File: config.mk
export PLATFORM = sky130hd
export DESIGN_NAME = cpu_run_ctrl_flat
export DESIGN_NICKNAME = d
export VERILOG_FILES = /design/src/rtl/cpu_run_ctrl_pkg.sv /design/src/rtl/cpu_run_ctrl_if.sv /design/src/rtl/cpu_run_ctrl_timer.sv /design/src/rtl/cpu_run_ctrl.sv /design/src/flat_wrapper.sv
export SDC_FILE = /design/constraint.sdc
export NUM_CORES = 1
export LEC_CHECK = 0
export CAP_MARGIN = 10
export CORE_ASPECT_RATIO = 2
export CORE_UTILIZATION = 50
export CTS_CLUSTER_SIZE = 8
export DETAILED_ROUTE_END_ITERATION = 12
export GPL_TIMING_DRIVEN = 0
export PLACE_DENSITY = 0.79
export SLEW_MARGIN = 25
export SYNTH_ARGS = -nofsm -noshare
export SYNTH_HDL_FRONTEND = slang
export SYNTH_SLANG_ARGS = --single-unit
File: constraint.sdc
create_clock -name clk -period 3.6 [get_ports clk]
set_clock_uncertainty 0.15 [all_clocks]
set_input_delay 0.36 -clock clk [delete_from_list [all_inputs] [get_ports clk]]
set_output_delay 0.36 -clock clk [all_outputs]
set_load 0.005 [all_outputs]
File: src/rtl/cpu_run_ctrl_pkg.sv
// cpu_run_ctrl_pkg
//  Shared definitions for the run/halt/step sequencer.
//  The `define block carries the 3-bit state width and the state codes as
//  plain macros so the MMIO status register block can decode the state
//  output without importing this package. The enum below is built from the
//  same macros, so the two views cannot drift apart.
//  Optional feature macro (used by cpu_run_ctrl): CPU_RUN_CTRL_BKPT_EN.
`ifndef CPU_RUN_CTRL_DEFS_SV
`define CPU_RUN_CTRL_DEFS_SV
`define CPU_RUN_CTRL_STATE_W     3
`define CPU_RUN_CTRL_ST_RSTHOLD  3'd0
`define CPU_RUN_CTRL_ST_HALT     3'd1
`define CPU_RUN_CTRL_ST_RUN      3'd2
`define CPU_RUN_CTRL_ST_STEP     3'd3
`define CPU_RUN_CTRL_ST_BURST    3'd4
`define CPU_RUN_CTRL_ST_REPEAT   3'd5
`endif

package cpu_run_ctrl_pkg;

  localparam int STATE_W = `CPU_RUN_CTRL_STATE_W;
  localparam int TIMER_W = 32;

  typedef enum logic [STATE_W-1:0] {
    ST_RSTHOLD = `CPU_RUN_CTRL_ST_RSTHOLD,
    ST_HALT    = `CPU_RUN_CTRL_ST_HALT,
    ST_RUN     = `CPU_RUN_CTRL_ST_RUN,
    ST_STEP    = `CPU_RUN_CTRL_ST_STEP,
    ST_BURST   = `CPU_RUN_CTRL_ST_BURST,
    ST_REPEAT  = `CPU_RUN_CTRL_ST_REPEAT
  } run_state_t;

  // The timer flags zero after load_val+1 observed cycles, so an interval of
  // N cycles is loaded as N-1.
  function automatic logic [TIMER_W-1:0] timer_reload(input int cycles);
    return TIMER_W'(cycles - 1);
  endfunction

endpackage

File: src/rtl/cpu_run_ctrl_if.sv
// cpu_run_ctrl_if
//  Bundles the button-side request signals, the core-side observation
//  signals and the sequencer outputs into one port.
//  master modport: the side that drives the requests (button stage / core).
//  slave modport : the sequencer itself.
//  Signals:
//    run_pulse, step_pulse, burst_pulse  1-cycle request pulses
//    step_level                          held level of the step button
//    burst_len[15:0]                     burst length, sampled on acceptance
//    pc[31:0], bkpt_addr[31:0], bkpt_valid  breakpoint compare inputs
//    cpu_ce, cpu_rst_n                   core clock-enable and reset
//    state[2:0], halted, bkpt_hit, ce_count[31:0]  status
interface cpu_run_ctrl_if;

  logic        run_pulse;
  logic        step_pulse;
  logic        step_level;
  logic        burst_pulse;
  logic [15:0] burst_len;
  logic [31:0] pc;
  logic [31:0] bkpt_addr;
  logic        bkpt_valid;

  logic        cpu_ce;
  logic        cpu_rst_n;
  logic [2:0]  state;
  logic        halted;
  logic        bkpt_hit;
  logic [31:0] ce_count;

  modport master (
    output run_pulse, step_pulse, step_level, burst_pulse, burst_len,
    output pc, bkpt_addr, bkpt_valid,
    input  cpu_ce, cpu_rst_n, state, halted, bkpt_hit, ce_count
  );

  modport slave (
    input  run_pulse, step_pulse, step_level, burst_pulse, burst_len,
    input  pc, bkpt_addr, bkpt_valid,
    output cpu_ce, cpu_rst_n, state, halted, bkpt_hit, ce_count
  );

endinterface

File: src/rtl/cpu_run_ctrl_timer.sv
// run_ctrl_timer
//  Loadable down-counter with a zero flag. Counts down by one per cycle while
//  dec is high and parks at zero. load takes priority over dec.
//  Ports:
//    clk, rst_n       clock, asynchronous active-low reset (count <= INIT)
//    load, load_val   synchronous load
//    dec              decrement enable
//    zero             count == 0
module run_ctrl_timer #(
  parameter int           W    = 32,
  parameter logic [W-1:0] INIT = '0
) (
  input  logic         clk,
  input  logic         rst_n,
  input  logic         load,
  input  logic [W-1:0] load_val,
  input  logic         dec,
  output logic         zero
);

  logic [W-1:0] count_reg;

  always_ff @(posedge clk or negedge rst_n) begin
    if (!rst_n) begin
      count_reg <= INIT;
    end else if (load) begin
      count_reg <= load_val;
    end else if (dec && (count_reg != '0)) begin
      count_reg <= count_reg - W'(1);
    end
  end

  assign zero = (count_reg == '0);

endmodule

File: src/rtl/cpu_run_ctrl.sv
// cpu_run_ctrl
//  Run/halt/step sequencer for the rv32i core. Holds the core in reset after
//  power-up, then gates the core clock-enable in free-run, single-step,
//  N-cycle burst or auto-repeat step mode.
//  Ports:
//    clk    system clock
//    rst_n  asynchronous active-low reset
//    bus    cpu_run_ctrl_if.slave (requests in, cpu_ce/cpu_rst_n/status out)
//  Optional feature: define CPU_RUN_CTRL_BKPT_EN to enable the PC breakpoint
//  stop. Without it pc/bkpt_addr/bkpt_valid are ignored and bkpt_hit is 0.
//  One shared timer serves the reset hold, the step-hold detector and the
//  repeat interval; only one of these is ever active in a given state.
module cpu_run_ctrl
  import cpu_run_ctrl_pkg::*;
#(
  parameter int RST_HOLD   = 16,
  parameter int HOLD_CYC   = 2**24,
  parameter int REPEAT_CYC = 2**22,
  parameter bit START_RUN  = 1'b0
) (
  input  logic          clk,
  input  logic          rst_n,
  cpu_run_ctrl_if.slave bus
);

  localparam logic [TIMER_W-1:0] RST_LOAD  = timer_reload(RST_HOLD);
  localparam logic [TIMER_W-1:0] HOLD_LOAD = timer_reload(HOLD_CYC);
  localparam logic [TIMER_W-1:0] REP_LOAD  = timer_reload(REPEAT_CYC);

  run_state_t   state_reg;
  logic         ce_reg;
  logic         cpu_rst_n_reg;
  logic         halted_reg;
  logic         hit_reg;
  logic         skip_reg;       // first ce cycle after leaving HALT
  logic [15:0]  burst_cnt_reg;  // remaining burst cycles after the current one
  logic [31:0]  ce_count_reg;

  logic                tmr_load;
  logic                tmr_dec;
  logic                tmr_zero;
  logic [TIMER_W-1:0]  tmr_val;
  logic                burst_ok;
  logic                accept;
  logic                bkpt_stop;

  assign burst_ok = bus.burst_pulse && (bus.burst_len != 16'd0);
  assign accept   = bus.run_pulse || burst_ok || bus.step_pulse;

`ifdef CPU_RUN_CTRL_BKPT_EN
  // Suppressed on the first ce cycle so execution can leave a breakpoint.
  assign bkpt_stop    = ce_reg && !skip_reg && bus.bkpt_valid && (bus.pc == bus.bkpt_addr);
  assign bus.bkpt_hit = hit_reg;
`else
  logic unused_bkpt;
  assign unused_bkpt  = ^{bus.pc, bus.bkpt_addr, bus.bkpt_valid, hit_reg, skip_reg};
  assign bkpt_stop    = 1'b0;
  assign bus.bkpt_hit = 1'b0;
`endif

  run_ctrl_timer #(
    .W    (TIMER_W),
    .INIT (RST_LOAD)
  ) u_timer (
    .clk      (clk),
    .rst_n    (rst_n),
    .load     (tmr_load),
    .load_val (tmr_val),
    .dec      (tmr_dec),
    .zero     (tmr_zero)
  );

  // Timer sequencing. Outside HALT/REPEAT/RSTHOLD the timer is kept primed
  // with the hold interval, so every entry into HALT starts a fresh
  // consecutive-hold count.
  always_comb begin
    tmr_load = 1'b0;
    tmr_dec  = 1'b0;
    tmr_val  = HOLD_LOAD;
    case (state_reg)
      ST_RSTHOLD: begin
        if (tmr_zero) tmr_load = 1'b1;
        else          tmr_dec  = 1'b1;
      end
      ST_HALT: begin
        if (accept || !bus.step_level) begin
          tmr_load = 1'b1;
        end else if (tmr_zero) begin
          tmr_load = 1'b1;
          tmr_val  = REP_LOAD;
        end else begin
          tmr_dec = 1'b1;
        end
      end
      ST_REPEAT: begin
        if (bus.run_pulse || bkpt_stop || !bus.step_level) begin
          tmr_load = 1'b1;
        end else if (tmr_zero) begin
          tmr_load = 1'b1;
          tmr_val  = REP_LOAD;
        end else begin
          tmr_dec = 1'b1;
        end
      end
      default: tmr_load = 1'b1;
    endcase
  end

  always_ff @(posedge clk or negedge rst_n) begin
    if (!rst_n) begin
      state_reg     <= ST_RSTHOLD;
      ce_reg        <= 1'b0;
      cpu_rst_n_reg <= 1'b0;
      halted_reg    <= 1'b0;
      hit_reg       <= 1'b0;
      skip_reg      <= 1'b0;
      burst_cnt_reg <= 16'd0;
      ce_count_reg  <= 32'd0;
    end else begin
      ce_count_reg <= ce_count_reg + {31'd0, ce_reg};
      if (ce_reg) skip_reg <= 1'b0;

      case (state_reg)
        ST_RSTHOLD: begin
          if (tmr_zero) begin
            cpu_rst_n_reg <= 1'b1;
            if (START_RUN) begin
              state_reg <= ST_RUN;
              ce_reg    <= 1'b1;
              skip_reg  <= 1'b1;
            end else begin
              state_reg  <= ST_HALT;
              halted_reg <= 1'b1;
            end
          end
        end

        ST_HALT: begin
          ce_reg <= 1'b0;
          if (accept || (bus.step_level && tmr_zero)) begin
            ce_reg     <= 1'b1;
            halted_reg <= 1'b0;
            skip_reg   <= 1'b1;
            if (accept) hit_reg <= 1'b0;
            if (bus.run_pulse) begin
              state_reg <= ST_RUN;
            end else if (burst_ok) begin
              state_reg     <= ST_BURST;
              burst_cnt_reg <= bus.burst_len - 16'd1;
            end else if (bus.step_pulse) begin
              state_reg <= ST_STEP;
            end else begin
              state_reg <= ST_REPEAT;
            end
          end
        end

        ST_STEP: begin
          state_reg  <= ST_HALT;
          ce_reg     <= 1'b0;
          halted_reg <= 1'b1;
        end

        ST_RUN: begin
          if (bkpt_stop || bus.run_pulse) begin
            state_reg  <= ST_HALT;
            ce_reg     <= 1'b0;
            halted_reg <= 1'b1;
            if (bkpt_stop) hit_reg <= 1'b1;
          end
        end

        ST_BURST: begin
          if (bkpt_stop || bus.run_pulse || (burst_cnt_reg == 16'd0)) begin
            state_reg  <= ST_HALT;
            ce_reg     <= 1'b0;
            halted_reg <= 1'b1;
            if (bkpt_stop) hit_reg <= 1'b1;
          end else begin
            burst_cnt_reg <= burst_cnt_reg - 16'd1;
          end
        end

        ST_REPEAT: begin
          if (bkpt_stop || !bus.step_level) begin
            state_reg  <= ST_HALT;
            ce_reg     <= 1'b0;
            halted_reg <= 1'b1;
            if (bkpt_stop) hit_reg <= 1'b1;
          end else if (bus.run_pulse) begin
            state_reg <= ST_RUN;
            ce_reg    <= 1'b1;
            hit_reg   <= 1'b0;
          end else begin
            ce_reg <= tmr_zero;
          end
        end

        default: begin
          state_reg  <= ST_HALT;
          ce_reg     <= 1'b0;
          halted_reg <= 1'b1;
        end
      endcase
    end
  end

  assign bus.cpu_ce    = ce_reg;
  assign bus.cpu_rst_n = cpu_rst_n_reg;
  assign bus.state     = state_reg;
  assign bus.halted    = halted_reg;
  assign bus.ce_count  = ce_count_reg;

endmodule
File: src/flat_wrapper.sv
// flat-port wrapper written by rule: the top's interface ports become plain ports
module cpu_run_ctrl_flat import cpu_run_ctrl_pkg::*;
#(
  parameter int RST_HOLD   = 16,
  parameter int HOLD_CYC   = 2**24,
  parameter int REPEAT_CYC = 2**22,
  parameter bit START_RUN  = 1'b0
)
  (clk, rst_n, bus_run_pulse, bus_step_pulse, bus_step_level, bus_burst_pulse, bus_burst_len, bus_pc, bus_bkpt_addr, bus_bkpt_valid, bus_cpu_ce, bus_cpu_rst_n, bus_state, bus_halted, bus_bkpt_hit, bus_ce_count);
  cpu_run_ctrl_if bus_i ();
  input  logic clk;
  input  logic rst_n;
  input wire logic [$bits(bus_i.run_pulse)-1:0] bus_run_pulse;
  input wire logic [$bits(bus_i.step_pulse)-1:0] bus_step_pulse;
  input wire logic [$bits(bus_i.step_level)-1:0] bus_step_level;
  input wire logic [$bits(bus_i.burst_pulse)-1:0] bus_burst_pulse;
  input wire logic [$bits(bus_i.burst_len)-1:0] bus_burst_len;
  input wire logic [$bits(bus_i.pc)-1:0] bus_pc;
  input wire logic [$bits(bus_i.bkpt_addr)-1:0] bus_bkpt_addr;
  input wire logic [$bits(bus_i.bkpt_valid)-1:0] bus_bkpt_valid;
  output wire logic [$bits(bus_i.cpu_ce)-1:0] bus_cpu_ce;
  output wire logic [$bits(bus_i.cpu_rst_n)-1:0] bus_cpu_rst_n;
  output wire logic [$bits(bus_i.state)-1:0] bus_state;
  output wire logic [$bits(bus_i.halted)-1:0] bus_halted;
  output wire logic [$bits(bus_i.bkpt_hit)-1:0] bus_bkpt_hit;
  output wire logic [$bits(bus_i.ce_count)-1:0] bus_ce_count;
  assign bus_i.run_pulse = bus_run_pulse;
  assign bus_i.step_pulse = bus_step_pulse;
  assign bus_i.step_level = bus_step_level;
  assign bus_i.burst_pulse = bus_burst_pulse;
  assign bus_i.burst_len = bus_burst_len;
  assign bus_i.pc = bus_pc;
  assign bus_i.bkpt_addr = bus_bkpt_addr;
  assign bus_i.bkpt_valid = bus_bkpt_valid;
  assign bus_cpu_ce = bus_i.cpu_ce;
  assign bus_cpu_rst_n = bus_i.cpu_rst_n;
  assign bus_state = bus_i.state;
  assign bus_halted = bus_i.halted;
  assign bus_bkpt_hit = bus_i.bkpt_hit;
  assign bus_ce_count = bus_i.ce_count;
  cpu_run_ctrl #(.RST_HOLD(RST_HOLD), .HOLD_CYC(HOLD_CYC), .REPEAT_CYC(REPEAT_CYC), .START_RUN(START_RUN)) u_core (.clk(clk), .rst_n(rst_n), .bus(bus_i));
endmodule
== Word-level counts from Yosys, hierarchy flattened ==
Index checks and enable logic that the tools add are counted.
W data, S select, Z words.
Word-level totals
  bits of input ports: 87
  output and inout port bits: 39
  flip-flop bits (word level): 86
Operators by class
  eq/ne operators: 13
  bitwise operators: 1
  add/sub/neg operators: 4
  multiplexer cells: 41
  reductions and logical operators: 22
Operators with widths (count)
  $mux W32: 4
  $mux W16: 4
  $pmux W32 S2: 1
  $add A32 B1 Y32: 1
  $logic_not A32 Y1: 1
  $pmux W16 S2: 1
  $reduce_bool A32 Y1: 1
  $sub A16 B1 Y16 const B: 2
  $sub A32 B1 Y32 const B: 1
  $mux W3: 9
  $mux W24: 1
  $logic_not A16 Y1: 1
  $mux W1: 16
  $reduce_bool A16 Y1: 1
  $pmux W3 S5: 1
  $reduce_and A5 Y1: 3
  $pmux W1 S5: 2
  $ne A2 B1 Y1 const B: 4
  $ne A2 B2 Y1 const B: 4
  $eq A3 B3 Y1 const B: 2
  $logic_or A1 B1 Y1: 6
  $pmux W1 S3: 2
  $reduce_bool A2 Y1: 2
  $eq A3 B1 Y1 const B: 1
  other kinds (8): 10

== Logic depth before layout (Yosys ltp) ==
Gate-level depths: netlist of run 1.
  word-level depth: 10
  gate-level depth with buffers: 12

== Hierarchy ==
From an unflattened synthesis of run 1, not the netlist that was laid out.
Unflattened totals
  cells, all modules: 597
  area total of the unflattened synthesis: 5401.4 sq um
Modules (own cells, without submodules)
  cpu_run_ctrl: seq. area each 1351.3 sq um, area an instance 3301.9 sq um, cells each 361, instances 1
  run_ctrl_timer: seq. area each 805.8 sq um, area an instance 2099.5 sq um, cells each 236, instances 1

== Worst setup path before layout of run 1 ==
OpenSTA, ideal clock, no wires.
  path type: reg2reg
  from: register u_core.state_reg[0], in the netlist u_core.bus.state[0]
  to: register u_core.burst_cnt_reg[14]
  data required time: 3322 ps
  setup time: 128 ps
  period minus slack after synthesis: 3119 ps
  arrival: 2842 ps
  stages on the path, launching flop included: 13
  setup slack: 481 ps
  buffers on the path: 4
  cell sequence: dfrtp_1 clkbuf_1 or3b_2 clkbuf_1 clkbuf_1 mux2i_1 ha_1 clkbuf_1 nand4_1 a21oi_1 a21oi_1 o21ai_0 nand3_1
Between the ends
  word-level cells in the longest chain between the ends: 3
  elaborated cells between the ends (all ways): 9
  classes of those cells: eq/ne (6); mux (1); reduce/logical (2)
RTL lines
  start: declaration: RTL line cpu_run_ctrl.sv:30  | run_state_t state_reg;
  start signal: assignment: RTL line cpu_run_ctrl.sv:111  | state_reg <= ST_RSTHOLD;
  start signal: assignment: RTL line cpu_run_ctrl.sv:128  | state_reg <= ST_RUN;
  start signal: assignment: RTL line cpu_run_ctrl.sv:132  | state_reg <= ST_HALT;
  $eq A3 B3 Y1 / $eq A3 B1 Y1 (equally long branches)
  $ne A2 B2 Y1 (no source line) (tied with other cells)
  $reduce_and A5 Y1 (no source line)
  end signal: assignment: RTL line cpu_run_ctrl.sv:149  | burst_cnt_reg <= bus.burst_len - 16'd1;
  end signal: assignment: RTL line cpu_run_ctrl.sv:180  | burst_cnt_reg <= burst_cnt_reg - 16'd1;
  end: declaration: RTL line cpu_run_ctrl.sv:36  | logic [15:0] burst_cnt_reg;
Parallel ways exist; a longest one is shown, timed or not.
A chain may end at the register's enable or synchronous reset.

== Final worst setup path of run 1 ==
Same ends and word-level chain as after synthesis.

==> metrics.md, run 1 <==
| Metric | Value |
|---|---|
| Worst-Skew Late Latency | ~340 ps |
| WHS | roughly 320 ps |
| Final ANT Viol Nets | 0 |
| Setup CP Type | reg2reg |
| Sequential area share after synthesis | approximately 44% |
| IO Port Bufs | 58 |
| Worst-path maximum fanout | 11 |
| Final Routed Wirelength | about 13 mm |
| Initial core utilization | 51.7% |
| CTS Buffer Depth | 2 |
| Yosys synthesis warning count | 0 |
| CTS Sinks | between 80 and 90 |
| Largest net degree at the start of global routing | 50 |
| Root Driver | clkbuf_16 |
| Total of max-cap violations | 0 |
| Worst Hold Class | in2async |
| Initial antenna violation count | 0 |
| Vias per cell | between 6 and 7 |
| DIE AREA | around 0.01 mm² |
| Layout cell share with drive strength beyond 1 | under 10% |
| Filler cell count in the final layout | ~780 |
| Crit share post-route | approximately 92% |
| Final #Nets | about 690 |
| Clock-pin slew on the worst setup and hold paths | 60 ps |
| GPL Wtd Cong | roughly 0.95 |
| WL per Instance | 17.5 µm |
| Relative slew slack | a little under two fifths |
| Max rail drop VDD | roughly 0.54 mV |
| Leak | ~2.2 nW |
| CP Launch Point | u_core.bus.state[0]$_DFFE_PN0P_ |
| Most frequent cells in the layout | dfrtp_1 (82), clkdlybuf4s50_1 (57), o21ai_0 (40), nand2_1 (38), nand3_1 (36) |
| Antenna fix cells | 0 |
| Crit path time final | between 3000 and 4000 ps |
| Post-CTS Setup Bufs | 0 |
| Number of enable flip-flop cells after synthesis | 0 |
| Final slew viol count | 0 |
| Asr flop ratio synth | 100% |
| CP endpoint kind | flop |
| Commonest non-fill, non-tap cell in the layout | dfrtp_1 |
| Critical Path AT | 3390 ps |
| Synth Register Bits | 86 |
| Hold violation count in the final report | 0 |
| Vias in the first global route | 4505 |
| TritonCTS clock tree | built |
| Syn nets | 624 |
| Pwr per Cell Area | between 500 and 600 mW/mm² |
| CP required | ~3700 ps |
| Worst slew pin tran | just over 900 ps |
| Worst setup SP type | flop |
| Multi-input logic area | about 0.0026 mm² |
| DR iter-0 viols | ~270 |
| Vias | between 4000 and 5000 |
| Htree depth | 3 |
| Largest cells by area after synthesis | dfrtp_1 (42%), xnor2_1 (4.7%), o21ai_0 (4.2%) |
| DIE HEIGHT | 142 µm |
| # DRC | 0 |
| Syn-to-layout area delta | 21.8% |
| Synth top area share | between 40% and 50% |
| Average size of a mapped cell | slightly above 9 µm² |
| Die X | 71.9 µm |
| Reg area | 0.00216 mm² |
| Max frequency | around 300 MHz |
| Grt total ovfl | 0 |
| Cell row count | 50 |
| Status | completed |
| Ports | about 130 |
| Worst reg2reg startpoint | u_core.bus.state[0]$_DFFE_PN0P_ |
| CTS buffer count | 9 |
| RSZ-0062 raised after global routing | no |
| Finish-stage setup viols | 0 |
| Total track usage | between 20% and 30% |
| Hpwl dp | 9.48 mm |
| Synthesized instance count | about 530 |
| Synth cell types | 63 |
| Netlist Area Pre-Place | approximately 0.0049 mm² |
| Detailed Routing Iterations Pass 1 | 5 |
| Core area | 0.00945 mm² |
| First-pass GRT wire length | around 21 mm |
| Total power | approximately 3.3 mW |
| Top_reg_cell synth | dfrtp_1 |
| Cell taking the most area after synthesis | dfrtp_1 |
per-layer routing:
| metal | vias up | global-route usage, % | part of all wire [%] |
|---|---|---|---|
| li1 | 2137 | - | - |
| met3 | 37 | 4.05 | 3.7 |
| met5 | - | 0 | 0 |
| met2 | 148 | 49.4 | 56 |
| met4 | 0 | 13.8 | 3.3 |
| met1 | 2275 | 27.9 | 37 |
what timing repair did:
item	4_1_cts	5_1_grt
setup endpoints to repair	4	6
gates resized for setup	3	2
endpoints found under the hold margin	36	0
hold buffers	1	0
through the flow:
step / setup slack [ps] / cells / util [%] / setup TNS (ps) / instance area, µm²
finish: 282 / 738 / 63.0 / 0 / 5950
CTS: 3.78 / 739 / 63.0 / 0 / 5960
floorplan: 481 / 533 / - / 0 / 4890
global placement: -1020 / 721 / 59.6 / -83190 / 5630
global route: 49.9 / 738 / 63.0 / 0 / 5950
detailed placement: -222 / 722 / 59.9 / -509 / 5660
worst max-delay path: stages, from the launching register on:
cell and delay, ps:
dfrtp_1 420, clkbuf_1 230, or3b_2 640, clkbuf_2 270
mux2i_1 240, ha_1 200, clkbuf_2 220, nand4_1 160
a21oi_2 300, a21oi_1 110, o21ai_0 170, nand3_1 90
cell families (layout without fill, tap and decap cells):
logic type | count (synthesis) | in the layout | share of synthesized area [%]
simple gates | 228 | 228 | 26.4
compound gates | 135 | 135 | 17.4
flops | 86 | 86 | 44.1
xor+xnor | 38 | 38 | 6.81
buf+inv | 35 | 110 | 2.94
mux | 6 | 6 | 1.25
fa+ha+maj | 4 | 4 | 1.02
other cells | 1 | 1 | 0.0767
Yosys cell counts, types with 4 or more instances:
cell type / number
a21o_1: 5
a21oi_1: 31
a31oi_1: 6
and3_1: 8
buf_2: 7
clkbuf_1: 15
dfrtp_1: 82
dfstp_2: 4
ha_1: 4
inv_1: 10
mux2i_1: 5
nand2_1: 38
nand2b_1: 4
nand3_1: 36
nand4_1: 11
nor2_1: 32
nor3_1: 18
nor3b_1: 5
nor4_1: 6
o2111ai_1: 4
o211ai_1: 6
o21ai_0: 41
o22ai_1: 4
o31ai_1: 17
or2_2: 4
or3_1: 26
or4_1: 17
xnor2_1: 26
xor2_1: 12
report_power, final:
part | switching [mW] | total [mW] | internal (mW)
Sequential | 0.175 | 1.32 | 1.14
Combinational | 0.649 | 1.08 | 0.431
Clock | 0.391 | 0.882 | 0.491
layout make-up:
type	count	share of cell area [%]
buffer	24	1.79
clock buffer	12	4.14
clock inverter	4	0.546
inverter	10	0.631
multi-input combinational	412	43.5
sequential	86	36.2
tap	130	2.73
timing repair buffer	60	10.4
final timing paths:
check                                                          end  slack (ps)  cells after the start
max                           u_core.burst_cnt_reg[14]$_DFFE_PN0P_         280                     11
min                        u_core.u_timer.count_reg[6]$_DFFE_PN0P_         320                      2
min reg2reg                      u_core.bus.ce_count[31]$_DFF_PN0_         340                      1
min in group clk                 u_core.bus.ce_count[31]$_DFF_PN0_         340                      1
max in group asynchronous  u_core.u_timer.count_reg[2]$_DFFE_PN1P_        2370                      3
max reg2reg                   u_core.burst_cnt_reg[14]$_DFFE_PN0P_         280                     11
No activity file was read; power rests on OpenSTA's default activity.
==> inputs of run 2 (changes only) <==
--- a/config.mk
+++ b/config.mk
@@ -5,13 +5,14 @@
 export SDC_FILE = /design/constraint.sdc
 export NUM_CORES = 1
 export LEC_CHECK = 0
+export ABC_AREA = 1
 export CAP_MARGIN = 10
 export CORE_ASPECT_RATIO = 2
 export CORE_UTILIZATION = 50
 export CTS_CLUSTER_SIZE = 8
 export DETAILED_ROUTE_END_ITERATION = 12
 export GPL_TIMING_DRIVEN = 0
-export PLACE_DENSITY = 0.79
+export PLACE_DENSITY = 0.78
 export SLEW_MARGIN = 25
 export SYNTH_ARGS = -nofsm -noshare
 export SYNTH_HDL_FRONTEND = slang
==> run 2 against run 1 <==
Against the previous run:
- maximum frequency grew 30%
- worst hold slack gained 5.8 ps
- sequential power is essentially flat
- routed wire length grew 9.7%
- critical endpoint is now u_core.burst_cnt_reg[12]$_DFFE_PN0P_
- highest routed layer unchanged
- sequential share of layout area shrank 1.9 points
- total power grew 4.4%
==> metrics.md, run 2 <==
| Metric | Value |
|---|---|
| Vias in the first global route | 5102 (was 4505) |
| Layout cell share with drive strength beyond 1 | 9.22% (was 7.40%) |
| Hold Crit Start | u_core.bus.ce_count[31]$_DFF_PN0_ |
| Crit share post-route | 70.8% (was 92.2%) |
| Worst-Skew Late Latency | 340 ps (about the same) |
| Status | completed (unchanged) |
| CP endpoint kind | flop (unchanged) |
| Netlist Area Pre-Place | 0.00521 mm² (was 0.00489 mm²) |
| Area share of fa/ha/maj cells after synthesis | 0.960% (was 1.02%) |
| Syn-to-layout area delta | 20.5% (was 21.8%) |
| Largest family of logic cells by synthesized area | simple AND/OR/NAND/NOR gates (unchanged) |
| Synthesized instance count | 693 (was 533) |
| Multi-input logic area | 0.00275 mm² (was 0.00259 mm²) |
| DIE AREA | 0.0109 mm² (was 0.0102 mm²) |
| First-pass GRT wire length | 23.5 mm (was 21.2 mm) |
| CP dominant cell by count | nand2_1 (was clkbuf_2) |
| DR iter-0 viols | 343 (was 269) |
| # DRC | 0 (unchanged) |
| Detailed Routing Iterations Pass 1 | 5 (unchanged) |
| Max rail drop VDD | 0.352 mV (was 0.545 mV) |
| Total of max-cap violations | 0 (unchanged) |
| Crit path max-delay cell type | dfrtp_1 (was or3b_2) |
| Critical Path AT | 2630 ps (was 3390 ps) |
| Die X | 74.2 µm (was 71.9 µm) |
| Crit-path cells | nor2_4, buf_4, nand3_1, nand2_1, ha_1, nand3_1, nor2_1, nand2_1, nand2_1, nand2_1, nand2_1, nand2_1 (was clkbuf_1, or3b_2, clkbuf_2, mux2i_1, ha_1, clkbuf_2, nand4_1, a21oi_2, a21oi_1, o21ai_0, nand3_1) |
| Max frequency | 393 MHz (was 301 MHz) |
| Hold violation count in the final report | 0 (unchanged) |
| Ports | 126 (unchanged) |
| CP required | 3680 ps (about the same) |
| Critical Path Max Stage Delay | 460 ps (was 640 ps) |
| Final slew viol count | 0 (unchanged) |
| Clock-pin slew on the worst setup and hold paths | 60 ps (about the same) |
| Root Driver | clkbuf_16 (unchanged) |
| CTS Buffer Depth | 2 (unchanged) |
| Initial antenna violation count | 0 (unchanged) |
| Most common cell in the netlist | nand2_1 (was dfrtp_1) |
| Finish-stage setup viols | 0 (unchanged) |
| Largest net degree at the start of global routing | 51 (was 50) |
| Largest cells by area after synthesis | dfrtp_1 (39%), nand2_1 (14%), nor2_1 (8.0%) (was dfrtp_1 (42%), xnor2_1 (4.7%), o21ai_0 (4.2%)) |
| Filler cell count in the final layout | 961 (was 778) |
| Most frequent cells in the layout | nand2_1 (188), nor2_1 (111), dfrtp_1 (82), nand3_1 (67), clkdlybuf4s50_1 (58) (was dfrtp_1 (82), clkdlybuf4s50_1 (57), o21ai_0 (40), nand2_1 (38), nand3_1 (36)) |
| GPL Wtd Cong | 0.968 (was 0.954) |
| Post-synth top cells | nand2_1 (188), nor2_1 (111), dfrtp_1 (82) (was dfrtp_1 (82), o21ai_0 (41), nand2_1 (38)) |
| Final Routed Wirelength | 14.2 mm (was 12.9 mm) |
| IO Port Bufs | 59 (was 58) |
| Number of enable flip-flop cells after synthesis | 0 (unchanged) |
| Worst reg2reg path depth | 12 (was 11) |
| Htree depth | 3 (unchanged) |
| TritonCTS clock tree | built (unchanged) |
| Synth cell types | 30 (was 63) |
| Total track usage | 28.5% (was 26.5%) |
| RSZ-0062 raised after global routing | no (unchanged) |
| Cell row count | 52 (was 50) |
| Yosys synthesis warning count | 0 (unchanged) |
| CTS Sinks | 86 (unchanged) |
| Pwr per Cell Area | 545 mW/mm² (was 551 mW/mm²) |
| Vias | 4987 (was 4597) |
| Syn nets | 784 (was 624) |
| Worst Hold End | u_core.bus.ce_count[31]$_DFF_PN0_ |
| CTS buffer count | 9 (unchanged) |
| Worst reg2reg startpoint | u_core.bus.state[1]$_DFFE_PN0P_ (was u_core.bus.state[0]$_DFFE_PN0P_) |
| Grt total ovfl | 0 (unchanged) |
| Cell taking the most area after synthesis | dfrtp_1 (unchanged) |
| Hpwl dp | 10.9 mm (was 9.48 mm) |
| Mux share of post-synthesis cell area | 0% (was 1.25%) |
| Worst Hold Class | reg2reg (was in2async) |
| Initial core utilization | 51.4% (was 51.7%) |
| Commonest non-fill, non-tap cell in the layout | nand2_1 (was dfrtp_1) |
| R2R Path End | u_core.burst_cnt_reg[12]$_DFFE_PN0P_ (was u_core.burst_cnt_reg[14]$_DFFE_PN0P_) |
| DIE HEIGHT | 146 µm (was 142 µm) |
| Average size of a mapped cell | 7.52 µm² (was 9.17 µm²) |
| Final ANT Viol Nets | 0 (unchanged) |
| Synth top area share | 39.4% (was 42.0%) |
| Final #Nets | 856 (was 694) |
| Synth Register Bits | 86 (unchanged) |
| Complex-gate fraction of the synthesized area | 2.26% (was 17.4%) |
| Worst hold path depth | 1 |
| Post-Synth XOR/XNOR Area | 10.8% (was 6.81%) |
| Area share of and/or/nand/nor cells after synthesis | 38.8% (was 26.4%) |
| Sequential area share after synthesis | 41.4% (was 44.1%) |
| Core area | 0.0101 mm² (was 0.00945 mm²) |
| Final setup TNS | 0 ps (unchanged) |
| Reg area | 0.00216 mm² (unchanged) |
| Crit path time final | 2550 ps (was 3320 ps) |
| Worst-path maximum fanout | 10 (was 11) |
| Leak | 2.77 nW (was 2.22 nW) |
| Reg-to-reg slack, setup | 1050 ps (was 280 ps) |
| Top_reg_cell synth | dfrtp_1 (unchanged) |
| Total power | 3.42 mW (was 3.28 mW) |
| Antenna fix cells | 0 (unchanged) |
| Worst setup SP type | flop (unchanged) |
| Vias per cell | 5.51 (was 6.23) |
| Asr flop ratio synth | 100% (unchanged) |
| Setup CP Type | reg2reg (unchanged) |
| WL per Instance | 15.7 µm (was 17.5 µm) |
-- run 2: cell count changes after synthesis, moves of 18 or more --
cell / previous run / this run
nand3b_1: 2 / 20
or3_1: 26 / 0
nor2_1: 32 / 111
a21oi_1: 31 / 4
inv_1: 10 / 48
xor2_1: 12 / 31
nand3_1: 36 / 67
o21ai_0: 41 / 8
nand2_1: 38 / 188
-- run 2: critical path, delay by kind of cell, from the launching register on --
kind                       cells  cell delay, ps
buffers and inverters          1             200
DFF                            1             460
and+or+nand+nor               10            1320
adders and majority gates      1             320
-- run 2: power by group --
group	switching, mW	total (mW)	internal (mW)
clock	0.381	0.870	0.489
combinational	0.788	1.25	0.459
sequential	0.166	1.31	1.14
-- run 2: stage by stage --
stage | worst slack (ps) | hold WS, ps | std cells | utilization, % | instance area (µm²)
floorplan | 1570 | -85.6 | 693 | - | 5210
global placement | -976 | 310 | 887 | 58.9 | 5970
detailed placement | 1080 | 209 | 888 | 59.1 | 6000
CTS | 1060 | 341 | 905 | 61.9 | 6280
global route | 850 | 356 | 905 | 61.9 | 6280
finish | 1050 | 330 | 905 | 61.9 | 6280
-- run 2: final cells by class --
cell class	instances	share of cell area [%]
Buffer	13	1.43
Clock buffer	12	3.92
Multi-Input combinational cell	537	43.8
Tap cell	135	2.69
Inverter	57	3.40
Timing Repair Buffer	61	9.95
Sequential cell	86	34.3
Clock inverter	4	0.478
-- run 2: worst max path at each step --
| stage | from | end |
|---|---|---|
| after global routing | u_core.bus.state[1]$_DFFE_PN0P_ | u_core.burst_cnt_reg[14]$_DFFE_PN0P_ |
| final | u_core.bus.state[1]$_DFFE_PN0P_ | u_core.burst_cnt_reg[12]$_DFFE_PN0P_ |
| after CTS | u_core.bus.state[1]$_DFFE_PN0P_ | u_core.burst_cnt_reg[14]$_DFFE_PN0P_ |
| after floorplan | u_core.bus.state[1]$_DFFE_PN0P_ | u_core.burst_cnt_reg[14]$_DFFE_PN0P_ |
| after detailed placement | u_core.bus.state[1]$_DFFE_PN0P_ | u_core.burst_cnt_reg[14]$_DFFE_PN0P_ |
| after global placement | rst_n | u_core.burst_cnt_reg[1]$_DFFE_PN0P_ |
-- run 2: kinds of logic (layout without fill, tap and decap cells) --
| logic type | after synthesis | in the layout |
|---|---|---|
| AND/OR/NAND/NOR | 449 | 449 |
| flip-flops | 86 | 86 |
| buffers and inverters | 70 | 147 |
| XOR/XNOR | 64 | 64 |
| AO/OA/AOI/OAI | 19 | 19 |
| adder cells (fa/ha/maj) | 4 | 4 |
| other | 1 | 1 |
-- run 2: per-layer routing --
metal / track usage, % / part of all wire, %
met3: 4.49 / 3.4
met4: 17.8 / 6.1
met5: 0 / 0
met1: 29.2 / 35
met2: 51.3 / 55
-- run 2: timing repair --
action | CTS | global route
endpoints found under the hold margin | 36 | 0
hold buffers | 1 | 0
gates resized for setup | 0 | 0
buffers inserted | 0 | 0
==> inputs of run 3 (changes only) <==
==> constraint.sdc (replaced) <==
create_clock -name clk -period 2.6 [get_ports clk]
set_clock_uncertainty 0.15 [all_clocks]
set_input_delay 0.26 -clock clk [delete_from_list [all_inputs] [get_ports clk]]
set_output_delay 0.26 -clock clk [all_outputs]
set_load 0.005 [all_outputs]
==> run 3 against run 2 <==
Against the previous run:
- design area is 0.18% higher
- combinational power is 38% higher
- utilization is 0.11 points higher
- sequential power is 38% higher
- critical path depth is the same
- maximum frequency is 6.2% higher
- sequential share of layout area fell by 0.061 points
- final cell count did not move
- non-clock buffer count stayed put
- first-iteration DRC count shrank 9.3%
- largest cell class unchanged
==> metrics.md, run 3 (synthesis results as in run 2) <==
| Metric | Value |
|---|---|
| Status | completed (unchanged) |
| M2 GR Usage | 51.3% (unchanged) |
| Htree depth | 3 (unchanged) |
| CP endpoint kind | flop (unchanged) |
| Critical Path AT | 2480 ps (was 2630 ps) |
| Ports | 126 (unchanged) |
| Vias | 4976 (was 4987) |
| GPL Wtd Cong | 0.968 (unchanged) |
| Worst Path Buf+Inv | 1 (unchanged) |
| Crit path max-delay cell type | dfrtp_1 (unchanged) |
| Initial antenna violation count | 0 (unchanged) |
| CTS Sinks | 86 (unchanged) |
| Worst setup SP type | flop (unchanged) |
| Setup CP Type | reg2reg (unchanged) |
| Final Routed Wirelength | 14.1 mm (was 14.2 mm) |
| Clock-pin slew on the worst setup and hold paths | 60 ps (about the same) |
| Max rail drop VDD | 0.488 mV (was 0.352 mV) |
| Hpwl dp | 10.9 mm (unchanged) |
| Worst-path maximum fanout | 10 (unchanged) |
| Crit path time final | 2400 ps (was 2550 ps) |
| Placed cell count | 888 (unchanged) |
| Final ANT Viol Nets | 0 (unchanged) |
| Finish-stage setup viols | 0 (unchanged) |
| Total of max-cap violations | 0 (unchanged) |
| Syn-to-layout area delta | 20.8% (was 20.5%) |
| WHS | 276 ps (was 330 ps) |
| Final slew viol count | 0 (unchanged) |
| Vias per cell | 5.50 (was 5.51) |
| Worst reg2reg startpoint | u_core.bus.state[1]$_DFFE_PN0P_ (unchanged) |
| IO Port Bufs | 59 (unchanged) |
| Filler cell count in the final layout | 959 (was 961) |
| Total power | 4.75 mW (was 3.42 mW) |
| Place WS | 77.5 ps (was 1080 ps) |
| First-pass GRT wire length | 23.5 mm (unchanged) |
| Most frequent cells in the layout | nand2_1 (188), nor2_1 (110), dfrtp_1 (82), nand3_1 (67), clkdlybuf4s50_1 (58) (was nand2_1 (188), nor2_1 (111), dfrtp_1 (82), nand3_1 (67), clkdlybuf4s50_1 (58)) |
| Area post-placement | 0.00600 mm² (unchanged) |
| Top Usage Layer GRT | met2 (unchanged) |
| Critical path's top delay family | simple AND/OR/NAND/NOR gates (unchanged) |
| Final worst slack | 202 ps (was 1050 ps) |
| WL per Instance | 15.6 µm (was 15.7 µm) |
| DIE HEIGHT | 146 µm (unchanged) |
| Core area | 0.0101 mm² (unchanged) |
| Worst Hold Class | in2async (was reg2reg) |
| Crit share post-route | 92.2% (was 70.8%) |
| Reg-to-reg slack, setup | 200 ps (was 1050 ps) |
| CTS Buffer Depth | 2 (unchanged) |
| Worst-Skew Late Latency | 340 ps (about the same) |
| M3 GR Usage | 4.49% (unchanged) |
| DIE AREA | 0.0109 mm² (unchanged) |
| Root Driver | clkbuf_16 (unchanged) |
| CP dominant cell by count | nand2_1 (unchanged) |
| Pwr per Cell Area | 755 mW/mm² (was 545 mW/mm²) |
| Total track usage | 28.5% (unchanged) |
| Initial core utilization | 51.4% (unchanged) |
| Cell row count | 52 (unchanged) |
| Critical Path Max Stage Delay | 450 ps (was 460 ps) |
| Cell Count, Final, Fillers Out | 905 (unchanged) |
| CP required | 2680 ps (was 3680 ps) |
| Largest net degree at the start of global routing | 51 (unchanged) |
| Worst reg2reg path depth | 12 (unchanged) |
| Final #Nets | 856 (unchanged) |
| Layout Cell Area excl Fill | 0.00630 mm² (was 0.00628 mm²) |
| DR iter-0 viols | 311 (was 343) |
| Layout cell share with drive strength beyond 1 | 9.48% (was 9.22%) |
| Grt total ovfl | 0 (unchanged) |
| Antenna fix cells | 0 (unchanged) |
| Commonest non-fill, non-tap cell in the layout | nand2_1 (unchanged) |
| # DRC | 0 (unchanged) |
| CTS buffer count | 9 (unchanged) |
| Die X | 74.2 µm (unchanged) |
| Hold violation count in the final report | 0 (unchanged) |
| Vias in the first global route | 5102 (unchanged) |
| R2R Path End | u_core.burst_cnt_reg[12]$_DFFE_PN0P_ (unchanged) |
| Met1 usage | 29.2% (unchanged) |
| Leak | 2.77 nW (about the same) |
| Max frequency | 417 MHz (was 393 MHz) |
| Crit-path cells | nor2_4, buf_4, nand3_1, nand2_1, ha_2, nand3_1, nor2_2, nand2_1, nand2_1, nand2_1, nand2_1, nand2_1 (was nor2_4, buf_4, nand3_1, nand2_1, ha_1, nand3_1, nor2_1, nand2_1, nand2_1, nand2_1, nand2_1, nand2_1) |
| TritonCTS clock tree | built (unchanged) |
| Detailed Routing Iterations Pass 1 | 5 (unchanged) |
| RSZ-0062 raised after global routing | no (unchanged) |
## run 3: cell count changes in the layout (fill, tap and decap cells not counted)
cell and delta:
nor3_2 -1, nor2_1 -1, nor2_2 +1, ha_2 +1
ha_1 -1, nor3_4 +1
## run 3: worst register-to-register path, cell delays in order (launching register included)
cell and delay [ps]:
dfrtp_1 450, nor2_4 200, buf_4 200, nand3_1 80, nand2_1 140, ha_2 270, nand3_1 190, nor2_2 280
nand2_1 90, nand2_1 70, nand2_1 60, nand2_1 50, nand2_1 50
## run 3: report_power, final
| part | internal [mW] | switching (mW) | total (mW) |
|---|---|---|---|
| registers | 1.58 | 0.230 | 1.81 |
| logic | 0.638 | 1.10 | 1.73 |
| clock network | 0.678 | 0.531 | 1.21 |
## run 3: what timing repair did
action                                  4_1_cts  5_1_grt
endpoints found under the hold margin        36        0
resized for setup                             0        3
setup buffers                                 0        0
hold buffers                                  1        0
endpoints found under the setup margin        0        5
## run 3: cell type report
type	instances	area, µm²	area share, %
well taps	135	169	2.68
clock inverters	4	30.0	0.477
clock buffers	12	246	3.91
plain buffers	13	90.1	1.43
flip-flops and latches	86	2160	34.3
repair buffers	61	626	9.94
inverters	57	214	3.40
multi-input cells	537	2760	43.9
## run 3: metal layers
| layer | vias up | wire length (µm) |
|---|---|---|
| li1 | 2369 | - |
| met1 | 2370 | 4950 |
| met2 | 168 | 7800 |
| met3 | 69 | 493 |
| met4 | 0 | 869 |
| met5 | - | 0 |
## run 3: worst max path at each step
stage / end / depth (start not counted) / slack (ps) / start
after floorplan: u_core.burst_cnt_reg[14]$_DFFE_PN0P_ / 12 / 570 / u_core.bus.state[1]$_DFFE_PN0P_
after global placement: u_core.burst_cnt_reg[1]$_DFFE_PN0P_ / 1 / -1880 / rst_n
after detailed placement: u_core.burst_cnt_reg[14]$_DFFE_PN0P_ / 12 / 80 / u_core.bus.state[1]$_DFFE_PN0P_
after CTS: u_core.burst_cnt_reg[14]$_DFFE_PN0P_ / 12 / 60 / u_core.bus.state[1]$_DFFE_PN0P_
after global routing: u_core.burst_cnt_reg[14]$_DFFE_PN0P_ / 12 / 30 / u_core.bus.state[1]$_DFFE_PN0P_
final: u_core.burst_cnt_reg[12]$_DFFE_PN0P_ / 12 / 200 / u_core.bus.state[1]$_DFFE_PN0P_
## run 3: through the flow
step	TNS [ps]	utilization, %
after floorplan	0	-
after global placement	-156620	58.9
after detailed placement	0	59.1
after CTS	0	61.9
after global routing	0	62.0
final	0	62.0
